### src/rtl/alu_pkg.sv
// Shared constants for the two-requester ALU arbiter: opcodes, default width
// and the arbiter FSM state encoding.
package alu_pkg;

    localparam int ALU_WIDTH = 5;

    localparam logic OP_ADD = 1'b0;
    localparam logic OP_SUB = 1'b1;

    localparam logic [1:0] ST_IDLE_ENC    = 2'b00;
    localparam logic [1:0] ST_ISSUE_ENC   = 2'b01;
    localparam logic [1:0] ST_RESPOND_ENC = 2'b10;

    typedef enum logic [1:0] {
        ST_IDLE    = ST_IDLE_ENC,
        ST_ISSUE   = ST_ISSUE_ENC,
        ST_RESPOND = ST_RESPOND_ENC
    } arb_state_t;

endpackage

### src/rtl/rr_arb2.sv
// Two-input round-robin grant: the pointer names the requester that wins a tie
// and flips to the other requester whenever a grant is taken.
module rr_arb2 (
    input  logic clk,
    input  logic reset_n,
    input  logic valid0,
    input  logic valid1,
    input  logic advance,
    output logic gnt_id,
    output logic gnt_valid
);

    logic ptr;

    always_comb begin
        gnt_valid = valid0 | valid1;
        gnt_id    = 1'b0;
        if (valid0 && valid1) begin
            gnt_id = ptr;
        end else if (valid1) begin
            gnt_id = 1'b1;
        end
    end

    always_ff @(posedge clk or negedge reset_n) begin
        if (!reset_n) begin
            ptr <= 1'b0;
        end else if (advance) begin
            ptr <= ~gnt_id;
        end
    end

endmodule

### src/rtl/alu_rr_arbiter.sv
// Shares one combinational ALU between two valid/ready requesters: accept in
// IDLE, drive the ALU for one ISSUE cycle, hold the tagged result in RESPOND.
module alu_rr_arbiter
    import alu_pkg::*;
#(
    parameter int WIDTH = ALU_WIDTH,
    parameter int CNT_W = 8
) (
    input  logic             clk,
    input  logic             reset_n,
    input  logic             req0_valid,
    output logic             req0_ready,
    input  logic [WIDTH-1:0] req0_a,
    input  logic [WIDTH-1:0] req0_b,
    input  logic             req0_op,
    input  logic             req1_valid,
    output logic             req1_ready,
    input  logic [WIDTH-1:0] req1_a,
    input  logic [WIDTH-1:0] req1_b,
    input  logic             req1_op,
    output logic [WIDTH-1:0] alu_a,
    output logic [WIDTH-1:0] alu_b,
    output logic             alu_op,
    input  logic [WIDTH-1:0] alu_result,
    input  logic             alu_carry,
    output logic             rsp_valid,
    input  logic             rsp_ready,
    output logic             rsp_id,
    output logic [WIDTH-1:0] rsp_data,
    output logic             rsp_carry,
    output logic [CNT_W-1:0] done_count
);

    arb_state_t       state, state_nxt;
    logic             gnt_id, gnt_valid, hs;
    logic [WIDTH-1:0] a_p0, b_p0;
    logic             op_p0, id_p0;

    rr_arb2 u_arb (
        .clk       (clk),
        .reset_n   (reset_n),
        .valid0    (req0_valid),
        .valid1    (req1_valid),
        .advance   (hs),
        .gnt_id    (gnt_id),
        .gnt_valid (gnt_valid)
    );

    // Ready is gated by reset_n so both readies drop the instant reset asserts.
    always_comb begin
        state_nxt  = state;
        req0_ready = 1'b0;
        req1_ready = 1'b0;
        hs         = 1'b0;
        case (state)
            ST_IDLE: begin
                if (gnt_valid && reset_n) begin
                    req0_ready = ~gnt_id;
                    req1_ready = gnt_id;
                    hs         = 1'b1;
                    state_nxt  = ST_ISSUE;
                end
            end
            ST_ISSUE:   state_nxt = ST_RESPOND;
            ST_RESPOND: if (rsp_ready) state_nxt = ST_IDLE;
            default:    state_nxt = ST_IDLE;
        endcase
    end

    always_ff @(posedge clk or negedge reset_n) begin
        if (!reset_n) begin
            state <= ST_IDLE;
        end else begin
            state <= state_nxt;
        end
    end

    // Accept stage: latch the granted requester's operation
    always_ff @(posedge clk or negedge reset_n) begin
        if (!reset_n) begin
            a_p0  <= '0;
            b_p0  <= '0;
            op_p0 <= OP_ADD;
            id_p0 <= 1'b0;
        end else if (hs) begin
            a_p0  <= gnt_id ? req1_a  : req0_a;
            b_p0  <= gnt_id ? req1_b  : req0_b;
            op_p0 <= gnt_id ? req1_op : req0_op;
            id_p0 <= gnt_id;
        end
    end

    assign alu_a  = (state == ST_ISSUE) ? a_p0  : '0;
    assign alu_b  = (state == ST_ISSUE) ? b_p0  : '0;
    assign alu_op = (state == ST_ISSUE) ? op_p0 : OP_ADD;

    // Issue stage: capture the ALU result and tag it with the requester id
    always_ff @(posedge clk or negedge reset_n) begin
        if (!reset_n) begin
            rsp_data  <= '0;
            rsp_carry <= 1'b0;
            rsp_id    <= 1'b0;
        end else if (state == ST_ISSUE) begin
            rsp_data  <= alu_result;
            rsp_carry <= alu_carry;
            rsp_id    <= id_p0;
        end
    end

    assign rsp_valid = (state == ST_RESPOND);

    always_ff @(posedge clk or negedge reset_n) begin
        if (!reset_n) begin
            done_count <= '0;
        end else if (rsp_valid && rsp_ready) begin
            done_count <= done_count + CNT_W'(1);
        end
    end

endmodule

### config.mk
export PLATFORM = sky130hd
export DESIGN_NAME = alu_rr_arbiter
export DESIGN_NICKNAME = d
export VERILOG_FILES = /design/src/rtl/alu_pkg.sv /design/src/rtl/rr_arb2.sv /design/src/rtl/alu_rr_arbiter.sv
export SDC_FILE = /design/constraint.sdc
export NUM_CORES = 1
export LEC_CHECK = 0
export BUFFER_PORTS_ARGS = -buffer_cell sky130_fd_sc_hd__clkbuf_2
export CORE_MARGIN = 8
export CORE_UTILIZATION = 50
export DETAILED_ROUTE_END_ITERATION = 8
export PLACE_DENSITY = 0.83
export SETUP_SLACK_MARGIN = 0.4
export SYNTH_ARGS = -nofsm -noshare
export SYNTH_HDL_FRONTEND = slang
export SYNTH_SLANG_ARGS = --single-unit
### constraint.sdc
create_clock -name clk -period 3.6 [get_ports clk]
set_input_delay 0.72 -clock clk [delete_from_list [all_inputs] [get_ports clk]]
set_output_delay 0.72 -clock clk [all_outputs]
set_load 0.005 [all_outputs]
=== After elaboration in Yosys (flattened, before gate mapping) ===
Index checks and enable logic that the tools add are counted.

* Mux-type cells: 17
* Reduce and logical (&&, ||, !) cells: 5
* Equality and inequality tests: 4
* $add $sub $neg: 1
* Bitwise operators: 2

{| class="wikitable"
|+ Operator list
! operator !! number
|-
| $mux W5 || 4
|-
| $mux W1 || 10
|-
| $add A8 B1 Y8 const B || 1
|-
| $pmux W2 S3 || 1
|-
| $mux W2 || 2
|-
| $logic_and A1 B1 Y1 || 3
|-
| $eq A2 B1 Y1 const B || 1
|-
| $eq A2 B2 Y1 const B || 1
|-
| $logic_not A2 Y1 || 1
|-
| $ne A2 B1 Y1 const B || 1
|-
| $ne A2 B2 Y1 const B || 1
|-
| $reduce_and A2 Y1 || 1
|-
| $not A1 Y1 || 1
|-
| $or A1 B1 Y1 || 1
|}

* Output and inout port bits: 29
* Bits in registers: 30
* Logic and storage cells: 39
* Input port bits: 33

=== Longest topological paths before layout ===
Gate-level depths: netlist (run 1).

* Word-level depth: 5
* Depth in mapped cells: 4
* Mapped depth without buffers: 4

=== Hierarchy ===
From an unflattened synthesis (run 1), not the netlist that was laid out.

* Cells, all modules: 124
* Area total of the unflattened synthesis: 1440.1 µm²

{| class="wikitable"
|+ Modules (own cells, without submodules)
! module !! cells each !! sequential area each (µm²) !! area each (µm²) !! times used
|-
| alu_rr_arbiter || 118 || 725.7 || 1377.6 || 1
|-
| rr_arb2 || 6 || 25.0 || 62.6 || 1
|}

=== Least setup slack after synthesis (run 1) ===
Ideal clock, no wire load.

* Kind: input-to-output
* Start: input req0_valid
* End: output req0_ready
* Setup slack: 1.451 ns
* Cell stages on the path: 3
* Required time: 2.880 ns
* Arrival: 1.429 ns
* Path buffers: 1
* Path through: a21bo_2 > buf_2 > nor4b_1

* Cells in the longest elaborated chain, start to end: 5
* Elaborated cells between the ends (all ways): 7
* Those cells by class: 3 x mux; 2 x bitwise; 2 x reduce/logical

{| class="wikitable"
|+ RTL lines
! what !! RTL line !! RTL
|-
| start: declaration || alu_rr_arbiter.sv:11 || <nowiki>input logic req0_valid,</nowiki>
|-
| $logic_and A1 B1 Y1 || rr_arb2.sv:18 || <nowiki>if (valid0 && valid1) begin</nowiki>
|-
| $mux W1 || rr_arb2.sv:18 ||
|-
| $not A1 Y1 || alu_rr_arbiter.sv:58 || <nowiki>req0_ready = ~gnt_id;</nowiki>
|-
| $mux W1 * || alu_rr_arbiter.sv:57 || <nowiki>if (gnt_valid && reset_n) begin</nowiki>
|-
| $mux W1 * || alu_rr_arbiter.sv:55 || <nowiki>case (state)</nowiki>
|-
| end: declaration || alu_rr_arbiter.sv:12 || <nowiki>output logic req0_ready,</nowiki>
|}

Every way passes the cells marked *; elsewhere a longest branch is shown, timed or not.

=== Worst setup path in the final report (run 1) ===
* Start: input req0_valid
* End: output req1_ready

* Cells in the longest elaborated chain, start to end: 4
* Elaborated cells between the ends (all ways): 6
* Those cells by class: 3 x mux; 1 x bitwise; 2 x reduce/logical

{| class="wikitable"
|+ RTL lines
! what !! RTL line !! RTL
|-
| $logic_and A1 B1 Y1 / $or A1 B1 Y1 (equally long branches) || rr_arb2.sv:18, rr_arb2.sv:16 ||
|-
| $mux W1 / $logic_and A1 B1 Y1 (equally long branches) || rr_arb2.sv:18, alu_rr_arbiter.sv:57 ||
|-
| $mux W1 * || alu_rr_arbiter.sv:57 ||
|-
| $mux W1 * || alu_rr_arbiter.sv:55 ||
|-
| end: declaration || alu_rr_arbiter.sv:17 || <nowiki>output logic req1_ready,</nowiki>
|}

Marks and branches as above.

==> summary.txt, run 1 <==
Synth
  – Syn_nets: 146
  – Synth area leaders: dfrtp_1 (54%), a2bb2oi_1 (6.9%), o32ai_1 (6.9%)
  – Seq/Total Area, Yosys: 53.7%
  – EDFF count, synth: 0
  – Post-Synthesis Cells: 112
  – Syn avg cell area: 12.5 sq um
  – Most frequent cell after synthesis: dfrtp_1
  – Post-synth top flop: dfrtp_1
  – Register bit total from synthesis: 30
  – Post-synth ARST share: 100%
  – Yosys top cell by area: dfrtp_1
  – Number of distinct library cells after synthesis: 29
  – Synth cell count leaders: dfrtp_1 (30), a2bb2oi_1 (11), and2_1 (11), o32ai_1 (11), mux2_2 (8)
  – Share of the synthesized area in the top cell type: 53.7%
  – Post-Syn Area: 0.00140 sq mm
  – Synth warnings: 0

Placed design
  – DPL Wire Length: 2900 um
  – Routability cong.: 0.788
  – # port buffers: 61
  – Placed inst area: 0.00173 sq mm
  – Setup WS pre-CTS: 1.10 ns

Critical path
  – Slowest cell on the critical path: nor2b_1
  – Worst-path cell chain: clkbuf_2 -> nor2b_1 -> nor3b_2 -> clkbuf_2
  – Worst EP arrival: 1.76 ns
  – Crit path kind: in -> out
  – Top delay family on crit path: simple AND/OR/NAND/NOR gates
  – Worst setup path startpoint: req0_valid
  – Buffer and inverter count on the worst path: 2
  – CP most frequent cell: clkbuf_2
  – Internal reg-to-reg setup slack: 1.82 ns
  – CP Data Required Time: 2.88 ns
  – Crit end category: output port
  – Slowest Stage Delay on Critical Path: 0.65 ns
  – Critical Path Source Type: input pin
  – Worst reg2reg path startpoint: state[0]$_DFFE_PN0P_
  – Worst-path fanout max: 12

Timing
  – Final TNS setup: 0 ns
  – Final Hold Viols: 0
  – WHS: 0.281 ns
  – Worst slew pin tran: 0.790 ns
  – Slew margin rel.: 47.3%
  – Unrepaired setup endpoints after global routing: no
  – Setup Viol. Count Final: 0
  – FMAX: 403 MHz
  – Clock skew: 0.00332 ns
  – Final min period: 2.48 ns
  – Final Max Slew Viols: 0
  – Final WS setup: 1.12 ns
  – Final worst path period share: 68.9%

Clock network
  – Sink Count: 30
  – Clock latency on the worst-skew pair: 0.31 ns
  – Clock Tree Buf Depth: 2
  – CTS tree: yes
  – Hold_buf cts: 0
  – Postcts setup bufs: 0
  – Htree depth: 2
  – Clock slew at reported path FFs: 0.08 ns
  – TritonCTS buffer count: 5
  – PostCTS Resize Cnt: 0
  – CTS Root Buffer Type: clkbuf_4

Floorplanning
  – IO Pins: 62
  – Initial core utilization: 51.6%
  – Die H: 68.9 um
  – Die area: 0.00475 sq mm
  – Core ar.: 0.00271 sq mm
  – Row count: 19
  – Die width: 68.9 um

Run
  – Max Cap Viol: 0

GRT
  – Total gr overflow: 0
  – Vias in the first global route: 1287
  – Total GRT Usage: 15.9%
  – Largest net degree at the start of global routing: 20
  – Global-route wire length before repair: 5660 um
  – Antenna violations before repair: 0

Finish
  – Antenna diodes: 0
  – Fill cells: 217
  – Layout cell share with drive strength beyond 1: 46.0%
  – Net count, final: 210
  – Syn-to-layout area delta: 26.7%
  – Design Area, Final: 0.00177 sq mm

Detailed routing
  – 1st-pass router iterations: 4
  – DRT iter0 DRCs: 34
  – # DRC: 0
  – Drt wl/cell: 17.3 um
  – Vias post-DR: 1157
  – Routed Antenna Nets: 0
  – Drt via density: 5.59
  – Drt total wl: 3580 um

Power and ir drop
  – Pwr Density: 647 mW/mm^2
  – Final Power: 0.00115 W
  – LEAKAGE: 0.889 nW
  – VDD IR max: 448 uV

Run status
  – Status: finished, final reports clean

Worst hold path
  – Min-Delay Path Class: in -> async
[layer usage]
| metal | GRT usage [%] | part of all wire [%] | vias up |
|---|---|---|---|
| li1 | - | - | 545 |
| met1 | 16.6 | 36 | 561 |
| met2 | 27.4 | 54 | 41 |
| met3 | 5.98 | 7.6 | 10 |
| met4 | 8.27 | 2.3 | 0 |
| met5 | 0 | 0 | - |
[area by class of cell]
class / count / area [sq um] / area share [%]
clock buffers: 7 / 45.0 / 2.54
repair buffers: 64 / 328 / 18.5
multi-input cells: 73 / 602 / 34.0
well taps: 31 / 38.8 / 2.19
inverters: 2 / 7.51 / 0.424
flip-flops and latches: 30 / 751 / 42.4
[logic make-up after synthesis]
group           Yosys count  synth area share (%)
flops                    30                  53.7
simple gates             29                  13.9
compound gates           28                  17.4
buf+inv                   9                  3.31
mux                       8                  6.44
xor+xnor                  7                  4.38
fa+ha+maj                 1                 0.894
[through the flow]
step           cells  util [%]
2_1_floorplan    112         -
3_3_place_gp     200      63.7
3_5_place_dp     200      63.7
4_1_cts          207      65.4
5_1_grt          207      65.4
6_report         207      65.4
[power breakdown]
part / switching (W) / total, W / internal (W)
clock: 0.0000973 / 0.000171 / 0.0000734
combinational: 0.000178 / 0.000406 / 0.000228
sequential: 0.0000990 / 0.000570 / 0.000471
total: 0.000375 / 0.00115 / 0.000772
[flip-flops by register name, summed over array words and instances, names as in the netlist]
| signal | count |
|---|---|
| rsp_data | 5 |
| a_p0 | 5 |
| b_p0 | 5 |
| id_p0 | 1 |
| rsp_carry | 1 |
| rsp_id | 1 |
| u_arb.ptr | 1 |
| done_count | 8 |
| op_p0 | 1 |
| state | 2 |
[placed cells by master, fill, tap and decap left out]
| master | netlist | routed |
|---|---|---|
| clkbuf_2 | 0 | 61 |
| dfrtp_1 | 30 | 30 |
| and2_1 | 11 | 11 |
| o32ai_1 | 11 | 11 |
| a2bb2oi_1 | 11 | 11 |
| mux2_2 | 8 | 8 |
| clkbuf_4 | 0 | 5 |
| xor2_1 | 4 | 4 |
| nor2b_1 | 3 | 3 |
| nand3_1 | 3 | 3 |
| xnor2_1 | 3 | 3 |
| buf_4 | 0 | 3 |
| inv_1 | 2 | 2 |
| a21o_1 | 2 | 2 |
| nand2_1 | 2 | 2 |
| nor3_1 | 2 | 2 |
| clkbuf_1 | 2 | 2 |
| nor3b_4 | 1 | 1 |
| nor3b_2 | 1 | 1 |
| a21bo_2 | 1 | 1 |
| nor4b_1 | 1 | 1 |
| o21a_4 | 1 | 1 |
| a21oi_1 | 1 | 1 |
| a31oi_1 | 1 | 1 |
| nand3b_1 | 1 | 1 |
| nand4_1 | 1 | 1 |
| and3_1 | 1 | 1 |
| and4b_1 | 1 | 1 |
| nor2_1 | 1 | 1 |
| ha_1 | 1 | 1 |
[worst reg2reg max path, stage by stage, from the launching register on]
cell,delay (ns)
dfrtp_1,0.46
nor2b_1,0.57
buf_4,0.29
mux2_2,0.35
[final timing paths]
kind / end / depth (start not counted)
worst max-delay path: req1_ready / 4
worst min-delay path: a_p0[3]$_DFFE_PN0P_ / 1
worst max register to register: rsp_carry$_DFFE_PN0N_ / 3
worst min register to register: done_count[7]$_DFFE_PN0P_ / 1
max in group asynchronous: u_arb.ptr$_DFFE_PN0P_ / 2
min in group clk: done_count[7]$_DFFE_PN0P_ / 1
Note: power is estimated with default switching activity, not from simulation.
==> inputs of run 2 (changes only) <==
Settings changed: CORE_UTILIZATION 50 to 46, PLACE_DENSITY 0.83 to 0.77.
Clock period 3.6 ns to 2.34 ns, I/O delays scaled along.
==> summary.txt, run 2 (synthesized netlist as in run 1, its figures left out) <==
GRT
  – Vias in the first global route: 1293 (+0.47%)
  – Largest net degree at the start of global routing: 18 (-10%)
  – Antenna violations before repair: 0 (unchanged)
  – Global-route wire length before repair: 6040 um (+6.7%)
  – Total GRT Usage: 15.2% (-0.73 points)
  – Total gr overflow: 0 (unchanged)

Power and ir drop
  – LEAKAGE: 0.964 nW (+8.4%)
  – Pwr Density: 990 mW/mm^2 (+53%)
  – VDD IR max: 454 uV (+1.3%)
  – Final Power: 0.00189 W (+65%)

Detailed routing
  – Drt wl/cell: 16.9 um (-2.4%)
  – DRT iter0 DRCs: 57 (+68%)
  – 1st-pass router iterations: 4 (unchanged)
  – # DRC: 0 (unchanged)
  – Routed Antenna Nets: 0 (unchanged)
  – Drt total wl: 3740 um (+4.7%)
  – Drt via density: 5.57 (-0.39%)
  – Vias post-DR: 1236 (+6.8%)

Floorplanning
  – Die width: 71.1 um (+3.3%)
  – IO Pins: 62 (unchanged)
  – Die H: 71.1 um (+3.3%)
  – Die area: 0.00506 sq mm (+6.6%)
  – Row count: 20 (+1)
  – Core ar.: 0.00298 sq mm (+9.9%)
  – Initial core utilization: 47.0% (-4.6 points)

Finish
  – Net count, final: 222 (+5.7%)
  – Antenna diodes: 0 (unchanged)
  – Largest Register: done_count
  – Most common cell after layout, fill and taps aside: clkbuf_2
  – Syn-to-layout area delta: 36.6%
  – Number of flip-flops in the largest register: 8 (unchanged)
  – Most frequent cells in the layout: clkbuf_2 (60), dfrtp_1 (28), buf_4 (13)
  – Layout cell share with drive strength beyond 1: 52.4% (+6.4 points)

Critical path
  – Critical Path Source Type: flip-flop
  – FF-to-FF path depth: 4 (+1)
  – Worst EP arrival: 1.38 ns (-0.38 ns)
  – Worst reg2reg path startpoint: state[1]$_DFFE_PN0P_
  – Worst r2r dst: a_p0[4]$_DFFE_PN0P_
  – Worst-path fanout max: 6 (-6)
  – Crit path kind: reg -> out
  – CP Data Required Time: 1.87 ns (-1.01 ns)
  – Internal reg-to-reg setup slack: 0.90 ns (-0.92 ns)
  – Crit end category: output port

Clock network
  – TritonCTS buffer count: 5 (unchanged)
  – Clock latency on the worst-skew pair: 0.32 ns (about the same)
  – Sink Count: 30 (unchanged)
  – CTS tree: yes
  – Htree depth: 2 (unchanged)
  – CTS Root Buffer Type: clkbuf_4
  – Clock slew at reported path FFs: 0.10 ns (+0.02 ns)
  – Clock Tree Buf Depth: 2 (unchanged)

Placed design
  – DPL Wire Length: 2950 um (+1.9%)
  – # port buffers: 61 (unchanged)
  – Setup WS pre-CTS: 0.365 ns (-0.733 ns)
  – Routability cong.: 0.782 (-0.82%)

Timing
  – Final Hold Viols: 0 (unchanged)
  – Final WS setup: 0.494 ns (-0.626 ns)
  – Worst slew pin tran: 0.344 ns (-0.446 ns)
  – FMAX: 542 MHz
  – Final min period: 1.85 ns
  – Unrepaired setup endpoints after global routing: no
  – Final worst path period share: 78.9%
  – Slew margin rel.: 77.1% (+30 points)
  – Clock skew: 0.0133 ns (+0.0100 ns)
  – Setup Viol. Count Final: 0 (unchanged)
  – Final Max Slew Viols: 0 (unchanged)
  – WHS: 0.126 ns (-0.155 ns)
  – Final TNS setup: 0 ns (unchanged)

Run
  – Max Cap Viol: 0 (unchanged)

Worst hold path
  – Min-Delay Path Class: in -> async

Run status
  – Status: finished, final reports clean
## run 2: cell count changes in the layout (fill, tap and decap cells not counted), sizes merged
| cell | previous run | this run |
|---|---|---|
| buf | 3 | 15 |
| clkbuf | 68 | 67 |
| clkinv | 0 | 1 |
| dlygate4sd3 | 0 | 1 |
## run 2: final cells by class
class	count	area (sq um)
clock buffers	7	55.1
clock inverters	1	5.00
fillers	243	1070
inverters	2	7.51
multi-input cells	73	624
flip-flops and latches	30	753
well taps	33	41.3
repair buffers	76	424
## run 2: critical path, stage by stage, from the launching register on
cell and delay (ns):
dfrtp_2 0.46, nor3b_4 0.21, nor3b_2 0.24, clkbuf_2 0.15
## run 2: how the worst max path moves through the flow
stage                       endpoint  slack (ns)             startpoint  cells past startpoint
final                     req1_ready        0.49   state[1]$_DFFE_PN0P_                      3
after global routing      req0_ready        0.40  u_arb.ptr$_DFFE_PN0P_                      3
after CTS                   alu_b[4]        0.39   state[0]$_DFFE_PN0P_                      4
after detailed placement  req1_ready        0.36             req0_valid                      4
after global placement    req1_ready        0.42             req0_valid                      4
after floorplan           req0_ready        0.70             req0_valid                      3
## run 2: what timing repair did
action                                  in CTS  in global routing
endpoints found under the setup margin       2                 13
hold buffers                                 1                  0
hold endpoints to repair                     5                  0
resized for setup                            3                  6
pin swaps                                    0                  1
setup buffers                                1                  8
## run 2: report_power, final
group | total (W) | internal (W) | switching [W]
logic | 0.000702 | 0.000413 | 0.000289
clock network | 0.000317 | 0.000146 | 0.000171
registers | 0.000872 | 0.000725 | 0.000147
total | 0.00189 | 0.00128 | 0.000607
## run 2: per-stage QoR
| step | cells | area (sq um) | utilization (%) |
|---|---|---|---|
| 6_report | 222 | 1910 | 64.2 |
| 5_1_grt | 222 | 1910 | 64.2 |
| 4_1_cts | 214 | 1840 | 61.7 |
| 3_5_place_dp | 204 | 1740 | 58.6 |
| 3_3_place_gp | 204 | 1740 | 58.6 |
| 2_1_floorplan | 112 | 1400 | - |
## run 2: routing by layer
layer  share of wire, %  global-route usage, %  vias up
met5                  0                      0        -
met3                6.4                   7.20        6
li1                   -                      -      574
met4                1.2                   6.70        0
met1                 36                   14.4      625
met2                 56                   27.0       31
==> inputs of run 3 (changes only) <==
Settings changed: CORE_UTILIZATION 46 to 42, PLACE_DENSITY 0.77 to 0.74.
Clock period 2.34 ns to 1.55 ns, I/O delays scaled along.
==> summary.txt, run 3 (synthesized netlist as in run 1, its figures left out) <==
Critical path
  – FF-to-FF path depth: 4 (unchanged)
  – CP Data Required Time: 1.24 ns (-0.63 ns)
  – Crit end category: output port
  – Worst-path fanout max: 2 (-4)
  – Internal reg-to-reg setup slack: 0.18 ns (-0.72 ns)
  – Worst-path cell chain: buf_6 -> a21bo_4 -> nor4b_4 -> buf_2
  – Worst r2r dst: rsp_carry$_DFFE_PN0N_
  – Critical Path Source Type: flip-flop
  – Worst reg2reg path startpoint: state[1]$_DFFE_PN0P_
  – Critical Path Sink: req0_ready
  – Worst EP arrival: 1.48 ns (+0.10 ns)
  – Slowest Stage Delay on Critical Path: 0.42 ns (-0.04 ns)
  – Slowest cell on the critical path: dfrtp_1
  – Crit path kind: reg -> out
  – Worst setup path startpoint: u_arb.ptr$_DFFE_PN0P_

Clock network
  – CTS tree: yes
  – Clock slew at reported path FFs: 0.10 ns (about the same)
  – Htree depth: 2 (unchanged)
  – Sink Count: 30 (unchanged)
  – CTS Root Buffer Type: clkbuf_4
  – Clock latency on the worst-skew pair: 0.33 ns (about the same)
  – Clock Tree Buf Depth: 2 (unchanged)
  – TritonCTS buffer count: 5 (unchanged)

Floorplanning
  – Die area: 0.00543 sq mm (+7.3%)
  – Initial core utilization: 42.9% (-4.0 points)
  – Row count: 21 (+5.0%)
  – Die H: 73.7 um (+3.6%)
  – IO Pins: 62 (unchanged)
  – Core ar.: 0.00326 sq mm (+9.4%)
  – Die width: 73.7 um (+3.6%)

Detailed routing
  – # DRC: 0 (unchanged)
  – 1st-pass router iterations: 4 (unchanged)
  – DRT iter0 DRCs: 31 (-46%)
  – Routed Antenna Nets: 0 (unchanged)
  – Drt via density: 5.24 (-5.8%)
  – Vias post-DR: 1358 (+9.9%)
  – Drt total wl: 4750 um (+27%)
  – Drt wl/cell: 18.4 um (+8.8%)

Run status
  – Violated checks: negative setup slack
  – Status: finished with violations

Power and ir drop
  – VDD IR max: 852 uV (+88%)
  – Pwr Density: 1450 mW/mm^2 (+46%)
  – LEAKAGE: 1.23 nW (+28%)

Worst hold path
  – Hold depth: 2
  – HP Start: alu_result[4]
  – Min-Delay Path Class: in -> reg

Placed design
  – Placed cells: 221 (+8.3%)
  – DPL Wire Length: 2800 um (-5.2%)
  – Routability cong.: 0.753 (-3.6%)
  – Placed inst area: 0.00184 sq mm (+5.7%)
  – # port buffers: 61 (unchanged)

Finish
  – Sequential cell area: 754 sq um (+0.17%)
  – Fill cells: 212 (-13%)
  – Final std cells w/o fill: 259 (+17%)
  – Layout cell share with drive strength beyond 1: 79.3% (+27 points)
  – Core Util, Final: 78.3% (+14 points)
  – Number of flip-flops in the largest register: 8 (unchanged)
  – Largest Register: done_count
  – Most frequent cells in the layout: clkbuf_2 (39), buf_4 (28), dfrtp_1 (27), buf_6 (18)
  – Syn-to-layout area delta: 82.5%
  – Design Area, Final: 0.00255 sq mm (+34%)
  – Footprint of the multi-input gates: 966 sq um (+55%)
  – Antenna diodes: 0 (unchanged)
  – Most common cell after layout, fill and taps aside: clkbuf_2
  – Net count, final: 246 (+11%)

Timing
  – Unrepaired setup endpoints after global routing: yes
  – Slew margin rel.: 48.5% (-29 points)
  – Final Max Slew Viols: 0 (unchanged)
  – Final WS setup: -0.239 ns (-0.733 ns)
  – Final worst path period share: 115%
  – Final min period: 1.79 ns
  – Final Hold Viols: 0 (unchanged)
  – Setup Viol. Count Final: 13 (+13)
  – Clock skew: 0.00999 ns (-0.00334 ns)
  – Final TNS setup: -1.90 ns (-1.90 ns)
  – FMAX: 559 MHz
  – Worst slew pin tran: 0.772 ns (+0.428 ns)

GRT
  – Total gr overflow: 0 (unchanged)
  – Vias in the first global route: 1438 (+11%)
  – Global-route wire length before repair: 6810 um (+13%)
  – Largest net degree at the start of global routing: 17 (-1)
  – Total GRT Usage: 16.6% (+1.4 points)
  – Antenna violations before repair: 0 (unchanged)

Run
  – Max Cap Viol: 0 (unchanged)
run 3: cell count changes in the layout (fill, tap and decap cells not counted), sizes merged:
cell	change
buf	+43
clkbuf	-22
clkinvlp	+1
dlygate4sd3	+1
o21a	+1
run 3: routing by layer:
metal  vias to the layer above  GRT usage [%]  part of all wire [%]
li1                        619              -                     -
met1                       682           17.4                    40
met2                        50           28.0                    52
met3                         7           5.73                   6.1
met4                         0           9.98                   1.2
met5                         -              0                     0
run 3: worst min-delay path by stage:
stage,endpoint,slack [ns]
detailed placement,u_arb.ptr$_DFFE_PN0P_,0.14
global placement,u_arb.ptr$_DFFE_PN0P_,0.13
CTS,rsp_data[4]$_DFFE_PN0N_,0.19
finish,rsp_data[4]$_DFFE_PN0N_,0.20
floorplan,a_p0[0]$_DFFE_PN0P_,0.01
global route,rsp_data[3]$_DFFE_PN0N_,0.18
run 3: cell type report:
cell class	count	area share (%)
Multi-Input combinational cell	74	37.8
Sequential cell	30	29.6
Inverter	2	0.294
Timing Repair Buffer	99	27.5
Tap cell	46	2.25
Clock buffer	6	2.01
Clock inverter	2	0.490
run 3: power breakdown:
group	internal, W	total [W]	leakage, nW	switching, W
Sequential	0.00110	0.00134	0.350	0.000240
Combinational	0.00114	0.00186	0.848	0.000718
Clock	0.000218	0.000500	0.0343	0.000282
Total	0.00245	0.00369	1.23	0.00124
run 3: per-stage QoR:
| stage | hold WS (ns) | setup WS (ns) | total power [W] |
|---|---|---|---|
| 4_1_cts | 0.189 | -0.239 | 0.00329 |
| 3_3_place_gp | 0.131 | -0.0858 | 0.00235 |
| 2_1_floorplan | 0.0144 | 0.246 | 0.00194 |
| 6_report | 0.205 | -0.239 | 0.00369 |
| 3_5_place_dp | 0.141 | -0.104 | 0.00240 |
| 5_1_grt | 0.180 | -0.292 | 0.00393 |
run 3: worst max-delay path: cells and delay by family (launching register included):
kind / cells / cell delay [ns]
flops: 1 / 0.42
buf+inv: 2 / 0.29
simple gates: 1 / 0.22
compound gates: 1 / 0.21
run 3: repair_timing:
item,in CTS,in global routing
setup endpoints to repair,53,58
gates resized for setup,29,54
endpoints found under the hold margin,2,0
buffers inserted,13,14
hold buffers,2,0
pin swaps,4,8
gates cloned,0,1
